`src/rtl/tcp_hdr_pkg.sv`:
```
// Shared types and field positions for the TCP/IPv4 header checksum stage.
// Bit positions refer to the 432-bit Ethernet/IPv4/TCP header (bit 431 = first byte MSB).
package tcp_hdr_pkg;

  typedef enum logic [2:0] {
    IDLE,
    IP_SUM,
    IP_FIN,
    TCP_SUM,
    TCP_FIN,
    OUT
  } state_e;

  localparam int unsigned HDR_W = 432;

  localparam int unsigned IP_LEN_HI   = 303;
  localparam int unsigned IP_LEN_LO   = 288;
  localparam int unsigned IP_CSUM_HI  = 239;
  localparam int unsigned IP_CSUM_LO  = 224;
  localparam int unsigned IP_SRC_HI   = 223;
  localparam int unsigned IP_SRC_LO   = 192;
  localparam int unsigned IP_DST_HI   = 191;
  localparam int unsigned IP_DST_LO   = 160;
  localparam int unsigned TCP_OFF_HI  = 63;
  localparam int unsigned TCP_OFF_LO  = 60;
  localparam int unsigned TCP_CSUM_HI = 47;
  localparam int unsigned TCP_CSUM_LO = 32;

  localparam logic [15:0] IP_PROTO_TCP = 16'h0006;
  localparam logic [3:0]  TCP_DATA_OFF = 4'h5;

  // LSB of the word selected when the counter is zero; later words sit 16*cnt lower.
  localparam logic [8:0] IP_WORD_BASE  = 9'd304;  // [319:304]
  localparam logic [8:0] PSEUDO_BASE   = 9'd208;  // [223:208], IP src/dst words
  // TCP header words use cnt 6..15, so the base is offset by 6 words: 144 + 96.
  localparam logic [8:0] TCP_WORD_BASE = 9'd240;

  localparam logic [3:0] IP_LAST  = 4'd9;
  localparam logic [3:0] TCP_LAST = 4'd15;

endpackage

```
`src/rtl/ones_comp_acc.sv`:
```
// 16-bit ones'-complement accumulator with end-around carry.
// Ports:
//   clk, rst      clock, asynchronous active-low reset
//   clear         zero the accumulator (wins over add_en)
//   add_en        add word_in this cycle
//   word_in       16-bit word to add
//   sum_out       inverted, carry-folded sum (checksum field value)
module ones_comp_acc (
  input  logic        clk,
  input  logic        rst,
  input  logic        clear,
  input  logic        add_en,
  input  logic [15:0] word_in,
  output logic [15:0] sum_out
);

  // Bit 16 holds the pending end-around carry, folded in on the next add.
  logic [16:0] acc_q, acc_d;
  logic [15:0] folded;

  always_comb begin
    acc_d = acc_q;
    if (clear) begin
      acc_d = '0;
    end else if (add_en) begin
      acc_d = {1'b0, acc_q[15:0]} + {1'b0, word_in} + {16'b0, acc_q[16]};
    end
  end

  always_ff @(posedge clk or negedge rst) begin
    if (!rst) begin
      acc_q <= '0;
    end else begin
      acc_q <= acc_d;
    end
  end

  // acc_q never reaches 17'h1ffff from a cleared start, so this fold cannot overflow.
  always_comb begin
    folded  = acc_q[15:0] + {15'b0, acc_q[16]};
    sum_out = ~folded;
  end

endmodule

```
`src/rtl/tcp_hdr_checksum.sv`:
```
// Fills ip_len and the TCP data offset, then computes the IPv4 header checksum and the
// TCP checksum (pseudo-header + 20-byte header, no payload) one 16-bit word per cycle.
// Ports:
//   clk, rst    clock, asynchronous active-low reset
//   hdr_in      432-bit header from the builder
//   hdr_ready   one-cycle pulse, hdr_in valid (honoured only when idle)
//   busy        high whenever not idle
//   hdr_out     completed header, held while out_valid
//   out_valid   hdr_out valid
//   out_ready   downstream accepts
module tcp_hdr_checksum
  import tcp_hdr_pkg::*;
#(
  parameter logic [15:0] IP_TOTAL_LEN = 16'h0028,
  parameter logic [15:0] TCP_SEG_LEN  = 16'h0014
) (
  input  logic               clk,
  input  logic               rst,
  input  logic [HDR_W-1:0]   hdr_in,
  input  logic               hdr_ready,
  output logic               busy,
  output logic [HDR_W-1:0]   hdr_out,
  output logic               out_valid,
  input  logic               out_ready
);

  state_e             state_q, state_d;
  logic [3:0]         cnt_q, cnt_d;
  logic [HDR_W-1:0]   work_q, work_d;
  logic [HDR_W-1:0]   hdr_out_q, hdr_out_d;
  logic               out_valid_q, out_valid_d;

  logic               acc_clear, acc_add;
  logic [8:0]         base;
  logic [15:0]        word, csum;

  ones_comp_acc u_acc (
    .clk     (clk),
    .rst     (rst),
    .clear   (acc_clear),
    .add_en  (acc_add),
    .word_in (word),
    .sum_out (csum)
  );

  // State register
  always_ff @(posedge clk or negedge rst) begin
    if (!rst) begin
      state_q <= IDLE;
    end else begin
      state_q <= state_d;
    end
  end

  // Next state
  always_comb begin
    state_d = state_q;
    unique case (state_q)
      IDLE:    if (hdr_ready) state_d = IP_SUM;
      IP_SUM:  if (cnt_q == IP_LAST) state_d = IP_FIN;
      IP_FIN:  state_d = TCP_SUM;
      TCP_SUM: if (cnt_q == TCP_LAST) state_d = TCP_FIN;
      TCP_FIN: state_d = OUT;
      OUT:     if (out_ready) state_d = IDLE;
      default: state_d = IDLE;
    endcase
  end

  // FSM outputs: handshake, accumulator control and word select
  always_comb begin
    busy      = (state_q != IDLE);
    acc_clear = ((state_q == IDLE) && hdr_ready) || (state_q == IP_FIN);
    acc_add   = (state_q == IP_SUM) || (state_q == TCP_SUM);
    base      = '0;
    word      = '0;
    unique case (state_q)
      IP_SUM: begin
        base = IP_WORD_BASE - {1'b0, cnt_q, 4'b0000};
        word = work_q[base +: 16];
      end
      TCP_SUM: begin
        if (cnt_q < 4'd4) begin
          base = PSEUDO_BASE - {1'b0, cnt_q, 4'b0000};
          word = work_q[base +: 16];
        end else if (cnt_q == 4'd4) begin
          word = IP_PROTO_TCP;
        end else if (cnt_q == 4'd5) begin
          word = TCP_SEG_LEN;
        end else begin
          base = TCP_WORD_BASE - {1'b0, cnt_q, 4'b0000};
          word = work_q[base +: 16];
        end
      end
      default: ;
    endcase
  end

  // Datapath next state
  always_comb begin
    work_d      = work_q;
    cnt_d       = cnt_q;
    hdr_out_d   = hdr_out_q;
    out_valid_d = out_valid_q;
    unique case (state_q)
      IDLE: begin
        if (hdr_ready) begin
          work_d = hdr_in;
          work_d[IP_LEN_HI:IP_LEN_LO]     = IP_TOTAL_LEN;
          work_d[IP_CSUM_HI:IP_CSUM_LO]   = '0;
          work_d[TCP_OFF_HI:TCP_OFF_LO]   = TCP_DATA_OFF;
          work_d[TCP_CSUM_HI:TCP_CSUM_LO] = '0;
          cnt_d = '0;
        end
      end
      IP_SUM:  cnt_d = (cnt_q == IP_LAST) ? 4'd0 : cnt_q + 4'd1;
      IP_FIN:  work_d[IP_CSUM_HI:IP_CSUM_LO] = csum;
      TCP_SUM: cnt_d = cnt_q + 4'd1;  // wraps to 0 after the 16th word
      TCP_FIN: begin
        work_d[TCP_CSUM_HI:TCP_CSUM_LO] = csum;
        hdr_out_d   = work_d;
        out_valid_d = 1'b1;
      end
      OUT:     if (out_ready) out_valid_d = 1'b0;
      default: ;
    endcase
  end

  always_ff @(posedge clk or negedge rst) begin
    if (!rst) begin
      cnt_q       <= '0;
      work_q      <= '0;
      hdr_out_q   <= '0;
      out_valid_q <= 1'b0;
    end else begin
      cnt_q       <= cnt_d;
      work_q      <= work_d;
      hdr_out_q   <= hdr_out_d;
      out_valid_q <= out_valid_d;
    end
  end

  assign hdr_out   = hdr_out_q;
  assign out_valid = out_valid_q;

endmodule

```
`config.mk`:
```
export PLATFORM = sky130hd
export DESIGN_NAME = tcp_hdr_checksum
export DESIGN_NICKNAME = d
export VERILOG_FILES = /design/src/rtl/tcp_hdr_pkg.sv /design/src/rtl/ones_comp_acc.sv /design/src/rtl/tcp_hdr_checksum.sv
export SDC_FILE = /design/constraint.sdc
export NUM_CORES = 2
export LEC_CHECK = 0
export CORE_AREA = 3 3 333 335
export DETAILED_ROUTE_END_ITERATION = 12
export DIE_AREA = 0 0 336 338
export DONT_BUFFER_PORTS = 1
export PLACE_DENSITY = 0.61
export SETUP_SLACK_MARGIN = 0.15
export SLEW_MARGIN = 20
export SYNTH_ARGS = -nofsm -noshare
export SYNTH_HDL_FRONTEND = slang
export SYNTH_HIERARCHICAL = 1
export SYNTH_SLANG_ARGS = --single-unit
```
`constraint.sdc`:
```
create_clock -name clk -period 5.7 [get_ports clk]
set_input_delay 1.14 -clock clk [delete_from_list [all_inputs] [get_ports clk]]
set_output_delay 1.14 -clock clk [all_outputs]
set_load 0.005 [all_outputs]
```
# Word-level counts from Yosys, hierarchy flattened

Cells that the tools add are included.

Magnitude comparators: 1
Div/mod/pow operators: 0
Equal/unequal tests: 13
Reductions and logical operators: 16
Add/subtract/negate cells: 7
Multiplexer cells: 19
Bitwise logic cells: 1
$mul: 0
Shifts and indexed selects: 3

Operators with widths:

| operator                                                           | count |
|---|---|
| 432-bit by 10-bit variable part select with 16-bit output          | 3 |
| 240-bit two-way mux                                                | 1 |
| 16-bit one-hot mux with 2 select lines                             | 3 |
| 16-bit two-way mux                                                 | 3 |
| 17-bit two-way mux                                                 | 2 |
| 3-bit one-hot mux with 6 select lines                              | 1 |
| 8-bit by 8-bit subtractor with 9-bit output (first input constant) | 2 |
| 16-bit by 16-bit adder with 17-bit output                          | 1 |
| 17-bit by 1-bit adder with 17-bit output                           | 1 |
| 16-bit by 1-bit adder with 16-bit output                           | 1 |
| 16-bit inverter                                                    | 1 |
| 3-bit two-way mux                                                  | 4 |
| 4-bit one-hot mux with 3 select lines                              | 1 |
| 2-bit AND reduction                                                | 5 |
| 9-bit by 8-bit subtractor with 9-bit output (first input constant) | 1 |
| 4-bit by 3-bit == test with 1-bit output (second input constant)   | 2 |
| 4-bit == test (second input constant)                              | 2 |
| 4-bit two-way mux                                                  | 2 |
| 2-bit nonzero test                                                 | 4 |
| 3-bit by 2-bit == test with 1-bit output (second input constant)   | 2 |
| 3-bit == test (second input constant)                              | 2 |
| 2-bit inequality test (second input constant)                      | 3 |
| 3-bit nonzero test                                                 | 2 |
| 4-bit by 1-bit adder with 4-bit output (second input constant)     | 1 |
| other kinds (9)                                                    | 10 |

Register bits: 857
Logic and storage cells: 68
Bits of input ports: 436
Memory bits (read-only): 0
Bits in writable memories: 0
Bits in latches: 0
Memories kept: 0
Output and inout bits: 434

# Logic depth before layout (Yosys ltp)

Depth after elaboration: 10
Gate-level depth with buffers: 21
Depth with buffers taken out: 16

# Hierarchy

Netlist, hierarchy kept.

By module, submodules not included:

| module           | times used | cells an instance | sequential area each (µm²) | area an instance (µm²) |
|---|---|---|---|---|
| tcp_hdr_checksum | 1          | 3482              | 20870.0                    | 39669.3 |
| ones_comp_acc    | 1          | 230               | 425.4                      | 1909.3 |

# Worst setup path before layout

Ideal clock, no wire load.

Path type: register to register
From: register cnt_q[2]
To: register u_acc.acc_q[10]
Slack: 1156 ps
Clock period less this slack: 4544 ps
Arrival time: 4476 ps
Stages on the path, launching flop included: 22
Cells stage by stage: dfrtp_1 > buf_2 > inv_2 > clkbuf_1 > clkbuf_1 > ha_1 > clkbuf_1 > nand2b_1 > nor3_1 > clkbuf_1 > a21oi_1 > o21ai_0 > a21oi_1 > a21oi_1 > fa_1 > inv_1 > fa_1 > nor2b_1 > o211a_1 > o2111ai_1 > or3_1 > nand3_1

Cells in the longest elaborated chain, start to end: 10
Elaborated cells between the ends (all ways): 17
Classes of those cells: add/sub (5); order compare (1); eq/ne (2); shift (3); mux (6)

RTL lines:

| element                                                   | RTL line                | text |
|---|---|---|
| start: declaration                                        | tcp_hdr_checksum.sv:28  | `logic [3:0] cnt_q, cnt_d;` |
| start signal: assignment                                  | tcp_hdr_checksum.sv:135 | `cnt_q <= cnt_d;` |
| 8-bit by 8-bit subtractor with 9-bit output               | tcp_hdr_checksum.sv:90  | `base = TCP_WORD_BASE - {1'b0, cnt_q, 4'b0000};` |
| 432-bit by 10-bit variable part select with 16-bit output | tcp_hdr_checksum.sv:91  | `word = work_q[base +: 16];` |
| 16-bit two-way mux                                        | tcp_hdr_checksum.sv:87  | `end else if (cnt_q == 4'd5) begin` |
| 16-bit two-way mux                                        | tcp_hdr_checksum.sv:85  | `end else if (cnt_q == 4'd4) begin` |
| 16-bit two-way mux                                        | tcp_hdr_checksum.sv:82  | `if (cnt_q < 4'd4) begin` |
| 16-bit one-hot mux with 2 select lines *                  | tcp_hdr_checksum.sv:76  | `unique case (state_q)` |
| named net word[0]                                         | tcp_hdr_checksum.sv:35  | `logic [15:0] word, csum;` |
| 16-bit by 16-bit adder with 17-bit output *               | ones_comp_acc.sv:26     | `acc_d = {1'b0, acc_q[15:0]} + {1'b0, word_in} + {16'b0, acc_q[16]};` |
| 17-bit by 1-bit adder with 17-bit output *                | ones_comp_acc.sv:26     |  |
| 17-bit two-way mux *                                      | ones_comp_acc.sv:25     | `end else if (add_en) begin` |
| 17-bit two-way mux *                                      | ones_comp_acc.sv:23     | `if (clear) begin` |
| end signal: assignment                                    | ones_comp_acc.sv:32     | `acc_q <= '0;` |
| end signal: assignment                                    | ones_comp_acc.sv:34     | `acc_q <= acc_d;` |
| end: declaration                                          | ones_comp_acc.sv:18     | `logic [16:0] acc_q, acc_d;` |

The timed path passes the listed nets; every way through them passes the cells marked *. The select of a mux whose other input is x is not followed.
A chain may end at the register's enable or synchronous reset.

# Worst setup path after layout

From: register cnt_q[1]
To: register u_acc.acc_q[14]

Same word-level chain as after synthesis.

==> results by group <==
Die
  – Die W: 336 µm
  – Core area: 108400 µm²
  – Top-level I/O count: 870
  – Die area: 113600 µm²
  – Initial Util: 0.3836
  – Row count: 121
  – Die height: 338 µm

Routing
  – Antenna Nets Post-Route: 0
  – Starting DRT DRC Count: 2608
  – DRC viols: 0
  – Drt total wl: 157.9 mm
  – DR vias/cell: 5.805
  – Drt first pass iters: 5
  – DR vias: 29620
  – Avg WL per Cell: 30.95 µm

Worst hold path
  – Hold WC Path Type: input port to asynchronous set/reset pin

Yosys
  – Post-synth ARST share: 1.000
  – Syn Area/Cell: 11.20 µm²
  – Post-synthesis cell area: 41580 µm²
  – Ys flop type: dfrtp_1
  – Distinct cells, synth: 76
  – Largest area contributor in the netlist: dfrtp_1
  – Sequential-to-total area share from yosys stat: 0.5122
  – Share of the synthesized area in the top cell type: 0.5122
  – Post-synthesis cell count: 3712
  – FF+latch count, synth: 851
  – Number of synthesized flops with an enable pin: 0
  – Ys Warns: 6
  – Area contributors post-synth: dfrtp_1 (51%), mux2_2 (12%), nand2_1 (11%)

STA
  – Post-route setup TNS: 0 ns
  – Final worst hold slack: 0.1560 ns
  – Worst-margin pin slew: 1.200 ns
  – Max Transition Viols Final: 0
  – RSZ-0062 raised after global routing: false
  – Final Hold Fails: 0
  – Final WS setup: 0.5123 ns
  – Rel. slew slack: 0.1997
  – # setup viols final: 0
  – Layout Skew: 0.04128 ns
  – Final worst path period share: 0.9101
  – Fin crit period: 5.188 ns
  – Maximum clock frequency: 192.8 MHz

Pwr
  – Sw Ratio: 0.4250
  – P per Cell Area: 680.3 nW/µm²
  – Clock power frac: 0.199
  – Internal power: 18.02 mW
  – Static leakage: 21.12 nW
  – Switching power: 13.32 mW
  – Sequential Power Share: 0.418
  – Comb power frac: 0.384
  – Peak VDD IR: 0.0003534 V
  – Overall power after layout: 31.34 mW

Placed design
  – Dpl cells: 4925
  – Gpl congestion: 0.9327
  – DPL Wire Length: 117.7 mm
  – DP Worst Slack: 0.6541 ns
  – Area post-placement: 42750 µm²
  – Port Buffers: 0

Global routing
  – First-pass GRT wire length: 219.8 mm
  – Vias in the first global route: 29130
  – Grt met2 use: 0.4722
  – Initial antenna violation count: 10
  – Met1 Usage GRT: 0.3288
  – Gr ovfl total: 0
  – Met3 Use GR: 0.06643
  – All-Layer GR Usage: 0.2701
  – Global routing's busiest layer: met2
  – Largest net degree at the start of global routing: 852

Worst setup path
  – Worst-path maximum fanout: 99
  – CP max stage delay: 0.78 ns
  – Crit path capture type: flip-flop
  – Slowest cell on crit path: dfrtp_4
  – Setup crit start kind: flip-flop
  – Worst Path Arrival: 5.78 ns
  – Critical path required time: 6.29 ns
  – Crit path cell chain: buf_12 -> and2_1 -> a221oi_1 -> o21ai_0 -> buf_4 -> a21oi_1 -> a21oi_1 -> fa_1 -> inv_1 -> fa_1 -> nor2b_1 -> o2111a_1 -> o2111ai_1 -> and2_1 -> o211ai_1
  – Crit path kind: flip-flop to flip-flop

Clock tree
  – Clock Root Buffer: clkbuf_16
  – CTS H-tree lvls: 3
  – Hold buffers post-CTS: 0
  – Clock-pin slew on the worst setup and hold paths: 0.06 ns
  – CTS tree: yes
  – Clk_lat worst skew: 0.70 ns
  – Post-CTS setup buffer count: 0
  – Post-CTS Resized: 0
  – CTS buffer count: 93
  – Sink Count: 851
  – Clk buf depth: 3

Layout
  – Finished Core Util: 0.4250
  – Non-Filler Instances: 5103
  – Post-route cell area: 46070 µm²
  – Layout cells sized above 1: 0.2334
  – Area growth syn-to-layout: 10.79%
  – Final net count: 4077

Run status
  – Outcome: completed

Job
  – Max-cap viol count: 0
[final cells by class]
cell class	instances	area, µm²
Antenna cell	5	12.51
Clock buffer	139	2783
Clock inverter	29	380.4
Fill cell	10240	62330
Inverter	23	86.33
Multi-Input combinational cell	2581	19000
Sequential cell	851	21310
Tap cell	1414	1769
Timing Repair Buffer	61	733.2
[worst max-delay path: cells and delay by family, from the launching register on]
| family | cells | cell delay [ns] |
|---|---|---|
| flops | 1 | 0.78 |
| simple gates | 3 | 1.09 |
| fa+ha+maj | 2 | 0.70 |
| buf+inv | 3 | 0.74 |
| compound gates | 7 | 1.76 |
[final timing paths]
kind / depth (start not counted) / slack (ns) / start / to
worst max-delay path: 15 / 0.51 / cnt_q[1]$_DFFE_PN0P_ / u_acc/acc_q[14]$_DFFE_PN0P_
worst min-delay path: 0 / 0.16 / rst / work_q[423]$_DFFE_PN0P_
worst max register to register: 15 / 0.51 / cnt_q[1]$_DFFE_PN0P_ / u_acc/acc_q[14]$_DFFE_PN0P_
worst min register to register: 1 / 0.52 / work_q[38]$_DFFE_PN0P_ / work_q[38]$_DFFE_PN0P_
max in group asynchronous: 3 / 3.10 / rst / work_q[143]$_DFFE_PN0P_
min in group clk: 1 / 0.52 / work_q[38]$_DFFE_PN0P_ / work_q[38]$_DFFE_PN0P_
[registers in the layout, indices dropped and copies added (netlist names)]
name and flops:
hdr_out 413, cnt_q 4, u_acc/acc_q 17, state_q 3
out_valid 1, work_q 413
[routing by layer]
layer  share of wire  wire length [µm]  up-vias
met3           0.080             12650      229
met1            0.38             60730    15470
met2            0.50             79690     1187
met5         0.00021                33        -
li1                -                 -    12730
met4           0.031              4837        4
[layout by cell type, fill, tap and decap left out, drive strengths merged, types with 7 or more instances in the layout]
cell type and count:
a21o 7, a21oi 84, a221oi 34, a22o 16, a22oi 18, a31oi 17, and2 9, buf 61
clkbuf 139, clkinv 17, conb 16, dfrtp 851, ha 28, inv 26, mux2 455, mux2i 107
mux4 183, nand2 1253, nand2b 12, nand3 38, nand4 11, nor2 50, nor2b 7, nor3 13
o21ai 71, o22ai 20, o2bb2ai 22, o31ai 13, or3 7, xor2 15
[cell families (layout without fill, tap and decap cells)]
logic type / after synthesis / in the layout / synth area share
compound gates: 354 / 354 / 0.05760
xor+xnor: 21 / 21 / 0.004604
fa+ha+maj: 30 / 30 / 0.009389
buf+inv: 295 / 252 / 0.03337
flops: 851 / 851 / 0.5122
mux: 745 / 745 / 0.2491
other cells: 1 / 21 / 0.00009019
simple gates: 1415 / 1415 / 0.1337
[synthesized netlist by cell type (17+ instances only)]
cell          n
nor2_1       50
o22ai_1      20
clkbuf_1    150
nand3_1      37
mux2i_1     107
o21ai_0      68
nand2_1    1253
mux4_2      172
a22oi_1      18
a221oi_1     34
dfrtp_1     851
ha_1         28
buf_4        36
buf_2        67
a21oi_1      83
inv_1        20
mux2_2      454
o2bb2ai_1    22
a31oi_1      17
[power by group through the flow]
stage                     clock [mW]  combinational (mW)  sequential [mW]
after floorplan                    0                8.94             10.7
after global placement             0                11.7             13.1
after detailed placement           0                11.9             13.2
after CTS                       6.36                11.9             13.1
after global routing            6.57                12.9             13.4
final                           6.22                12.0             13.1
No activity file was read; power rests on OpenSTA's default activity.
